`src/rtl/rr_priority_arbiter.sv`:
```
// rr_priority_arbiter
// Round-robin arbiter sharing one downstream resource among 8 requesters.
// The winner is the first active request found searching downward from the
// priority pointer (ptr, ptr-1, ..., wrapping mod 8). Grants are registered
// and held until the owner drops its request or the hold limit expires.
// After every release the pointer moves to one below the released owner, so
// that owner becomes the lowest priority for the next arbitration.
//
// state   | meaning
// --------+-------------------------------------------------------------
// ST_IDLE | no grant; arbitrate on the next edge if any request is set
// ST_BUSY | grant held by own_q; hcnt_q counts cycles the grant has lasted

module rr_priority_arbiter #(
  parameter int MAX_HOLD = 16
) (
  input  logic       clk,
  input  logic       rst_n,
  input  logic [7:0] req,
  output logic [7:0] grant,
  output logic [2:0] grant_idx,
  output logic       valid,
  output logic       timeout
);

  localparam logic [0:0] ST_IDLE = 1'b0;
  localparam logic [0:0] ST_BUSY = 1'b1;

  // Hold-limit compare value; MAX_HOLD is confined to 1..255.
  localparam logic [7:0] MAX_HOLD_C = 8'(MAX_HOLD);

  logic [0:0] state_q, state_d;
  logic [2:0] ptr_q, ptr_d;
  logic [2:0] own_q, own_d;
  logic [7:0] hcnt_q, hcnt_d;
  logic [7:0] grant_q, grant_d;
  logic [2:0] idx_q, idx_d;
  logic       valid_q, valid_d;
  logic       timeout_q, timeout_d;

  logic [2:0] win_idx;
  logic       win_found;
  logic [2:0] cand;

  // Rotating priority search: candidates scanned from lowest priority
  // (ptr+1) up to highest (ptr); the last hit is the winner.
  always_comb begin
    win_idx   = 3'd0;
    win_found = 1'b0;
    cand      = 3'd0;
    for (int j = 0; j < 8; j++) begin
      cand = ptr_q + 3'd1 + 3'(j);
      if (req[cand]) begin
        win_idx   = cand;
        win_found = 1'b1;
      end
    end
  end

  // Next-state logic for the grant FSM, pointer, owner and hold counter.
  always_comb begin
    state_d   = state_q;
    ptr_d     = ptr_q;
    own_d     = own_q;
    hcnt_d    = hcnt_q;
    grant_d   = grant_q;
    idx_d     = idx_q;
    valid_d   = valid_q;
    timeout_d = 1'b0;

    case (state_q)
      ST_IDLE: begin
        grant_d = 8'd0;
        idx_d   = 3'd0;
        valid_d = 1'b0;
        if (win_found) begin
          state_d = ST_BUSY;
          own_d   = win_idx;
          grant_d = 8'd1 << win_idx;
          idx_d   = win_idx;
          valid_d = 1'b1;
          hcnt_d  = 8'd1;
        end
      end

      ST_BUSY: begin
        // An owner dropping its request on the limit cycle counts as a
        // normal release, so the request check takes precedence.
        if (!req[own_q] || (hcnt_q == MAX_HOLD_C)) begin
          state_d   = ST_IDLE;
          ptr_d     = own_q - 3'd1;
          hcnt_d    = 8'd0;
          grant_d   = 8'd0;
          idx_d     = 3'd0;
          valid_d   = 1'b0;
          timeout_d = req[own_q];
        end else begin
          hcnt_d = hcnt_q + 8'd1;
        end
      end

      default: begin
        state_d = ST_IDLE;
        grant_d = 8'd0;
        idx_d   = 3'd0;
        valid_d = 1'b0;
        hcnt_d  = 8'd0;
      end
    endcase
  end

  // State and output registers; reset restores the fixed-priority origin.
  always_ff @(posedge clk or negedge rst_n) begin
    if (!rst_n) begin
      state_q   <= ST_IDLE;
      ptr_q     <= 3'd7;
      own_q     <= 3'd0;
      hcnt_q    <= 8'd0;
      grant_q   <= 8'd0;
      idx_q     <= 3'd0;
      valid_q   <= 1'b0;
      timeout_q <= 1'b0;
    end else begin
      state_q   <= state_d;
      ptr_q     <= ptr_d;
      own_q     <= own_d;
      hcnt_q    <= hcnt_d;
      grant_q   <= grant_d;
      idx_q     <= idx_d;
      valid_q   <= valid_d;
      timeout_q <= timeout_d;
    end
  end

  assign grant     = grant_q;
  assign grant_idx = idx_q;
  assign valid     = valid_q;
  assign timeout   = timeout_q;

endmodule

```
`config.mk`:
```
export PLATFORM = sky130hd
export DESIGN_NAME = rr_priority_arbiter
export DESIGN_NICKNAME = d
export VERILOG_FILES = /design/src/rtl/rr_priority_arbiter.sv
export SDC_FILE = /design/constraint.sdc
export NUM_CORES = 1
export LEC_CHECK = 0
export ABC_AREA = 1
export BUFFER_PORTS_ARGS = -buffer_cell sky130_fd_sc_hd__buf_2
export CAP_MARGIN = 5
export CORE_MARGIN = 10
export CORE_UTILIZATION = 57
export DETAILED_ROUTE_END_ITERATION = 7
export GPL_TIMING_DRIVEN = 0
export PLACE_DENSITY = 0.88
export SYNTH_ARGS = -nofsm -noshare
export SYNTH_HDL_FRONTEND = slang
export SYNTH_SLANG_ARGS = --single-unit
```
`constraint.sdc`:
```
create_clock -name clk -period 3 [get_ports clk]
set_clock_uncertainty 0.05 [all_clocks]
set_input_delay 0.15 -clock clk [delete_from_list [all_inputs] [get_ports clk]]
set_output_delay 0.15 -clock clk [all_outputs]
set_load 0.1 [all_outputs]
```
==> flow_metrics.tcl <==
set metrics [dict create \
    ys.warnings.count 0 \
    max_slew_margin 0.604 \
    endpoint "grant[7]" \
    start_util 0.601 \
    drtIter0Drc 77 \
    tightest_slew_ns 0.594 \
    grt_max_degree 29 \
    ys_seq_elements 28 \
    highest-signal-layer "met4" \
    ys_async_sr_fraction 1.00 \
    cts.sink_count 28 \
    crit_fanout 10 \
    drtAntennaViolNets 0 \
    path_clk_slew_ns 0.09 \
    grt-ovfl-total 0 \
    cts_root_buf "clkbuf_8" \
    rrSetupSlack_ns 0.28 \
    finalMaxSlewViolations 0 \
    syn_inst 325 \
    synth-edff-count 0 \
    hold_viol 0 \
    crit_type "register to register" \
    ys.flop_type "dfrtp_1" \
    rsz0062_at_grt "false" \
    drv_cap 0 \
    wl_met2_mm 2.49 \
    antennaDiodeCount 0 \
    critPathCaptureType "register" \
    cp-start-kind "register" \
    wl_met1_mm 2.28 \
    rows 22 \
    synth_area_leader_cell "dfrtp_1" \
    fp.dieW_microns 82.6 \
    cts_tree "done" \
    post-synth-top-count-cell "nand2_1" \
    routed_wirelength_mm 5.05 \
    clock_path_buffers 2 \
    synthTopCellsByCount "nand2_1 (117), inv_1 (28), dfrtp_1 (25), nand2_2 (25), nand3_1 (21)" \
    num_io_pins 23 \
    area_delta_synth_final_pct 12.6 \
    fp.dieH_microns 82.6 \
    cp_data_required_time_ns 3.13 \
    yosysSeqAreaShare 0.315 \
    tns_ns 0 \
    grt_pass1_vias 2027 \
    r2r-end "grant[7]" \
    fin_hold_ws_ns 0.344 \
    core_area_sq_um 3720 \
    hold_class "primary input to register" \
    ys_types 34 \
    clkLatencyLatePin_ns 0.28 \
    gp_congestion 0.928 \
    fmax_mhz 367 \
    drc 0 \
    worstRegToRegCells 23 \
    status "finished, final reports clean" \
    finalSetupViolations 0 \
    vias_per_cell 5.20 \
    cts_buffers 3 \
    routedWlPerCell_microns 12.5 \
    ctsHtreeMaxLevel 1 \
    crit_start "ptr_q[0]" \
    yosys.area.top_type_share 0.280 \
    antenna_found_initial 0 \
    drtPass1Iterations 4 \
    numPortBuffers 22 \
    syn_avg_cell_area_sq_um 6.88 \
    r2r_start "ptr_q[0]" \
    drive_gt1_frac 0.279 \
    fin_crit_sh 0.907 \
    period_needed_ns 2.72 \
    hpwl_mm 3.96 \
    final_nets 371 \
    via_count 2096 \
    die_area_sq_um 6830 \
    syn_nets 340 \
    critical_path_arrival_ns 2.85 \
    wl_met3_microns 192 \
    netlist_area_sq_um 2230 \
    synthTopCellsByArea "dfrtp_1 (28%), nand2_1 (20%), nand2_2 (7.0%)" \
    grt_pass1_wl_mm 8.71 \
    grt_usage 0.158 \
]
==> how the worst min path moves through the flow <==
stage	from	end	slack (ns)	cells after the start
CTS	req[4]	timeout	0.34	5
global route	req[4]	timeout	0.39	5
finish	req[4]	timeout	0.34	5
floorplan	rst_n	grant[0]	-0.20	0
global placement	rst_n	timeout	0.14	1
detailed placement	rst_n	timeout	0.14	1
==> metal layers <==
metal	track usage	vias up
met5	0	-
li1	-	1080
met2	0.260	38
met3	0.0324	9
met4	0.0686	0
met1	0.197	969
==> cell usage in the layout, fill, tap and decap left out <==
cell type      instances
a21oi_1                8
a21oi_4                2
and2_4                 2
and3_1                 1
buf_2                 23
buf_4                  3
buf_6                  4
clkbuf_1               1
clkbuf_8               4
clkinv_1               2
dfrtp_1               25
dfstp_2                3
dlygate4sd3_1          1
ha_1                   4
ha_4                   1
inv_1                 28
inv_2                 10
nand2_1              116
nand2_2               25
nand2_4                4
nand3_1               21
nand3_2                6
nand3_4                1
nand4_1                4
nor2_1                14
nor2_2                 5
nor2_4                 2
nor3_1                 2
nor3_2                 1
o211ai_1               2
o21ai_0               13
o21ai_1                4
o21ai_2                3
o21bai_1               5
o221ai_1               1
xnor2_1                1
xor2_1                 3
==> registers in the layout, indices dropped and copies added (netlist names) <==
register   count
ptr_q          3
hcnt_q         8
own_q          3
grant          8
grant_idx      3
state_q        1
timeout        1
valid          1
==> critical path, stage by stage (launching register included) <==
cell and delay [ns]:
dfstp_2 0.58, inv_2 0.05, buf_6 0.15, ha_4 0.29, inv_1 0.06, buf_6 0.14
nand2_1 0.10, nand2_4 0.09, nand2_1 0.08, nand2_2 0.06, nand2_2 0.10, nand3_2 0.11
nand2_1 0.07, nand2_1 0.04, nand2_1 0.05, nand2_1 0.04, nand2_1 0.06, nand2_1 0.05
nand2_1 0.09, nand2_1 0.08, nand2_2 0.12, inv_2 0.05, nand2_1 0.06, nand2_1 0.05
==> cell type report <==
| cell class | count | area [sq um] |
|---|---|---|
| clock buffer | 4 | 55.1 |
| tap | 48 | 60.1 |
| fill | 322 | 1200 |
| timing repair buffer | 26 | 143 |
| sequential | 28 | 704 |
| buffer | 6 | 53.8 |
| multi-input combinational | 251 | 1350 |
| inverter | 40 | 150 |
==> cells by family after synthesis <==
logic type / synth area share
AND/OR/NAND/NOR: 0.442
buffers and inverters: 0.0896
AO/OA/AOI/OAI: 0.110
flip-flops: 0.315
adder cells (fa/ha/maj): 0.0280
XOR/XNOR: 0.0157
==> stage by stage <==
stage,util,instance area [sq um],setup slack [ns],instances
finish,0.677,2520,0.279,403
detailed placement,0.647,2400,0.118,395
global route,0.677,2520,0.0596,403
CTS,0.665,2470,0.0924,400
floorplan,-,2230,0.437,325
global placement,0.647,2400,0.153,395
==> repair_timing <==
action,CTS,global route
hold buffers,1,0
buffers inserted,0,3
gates resized for setup,0,4
hold endpoints to repair,25,0
endpoints found under the setup margin,0,15
Power is left out: the tool's default activity adds up to more than one toggle a clock period on the data nets, which glitch-free logic cannot reach.
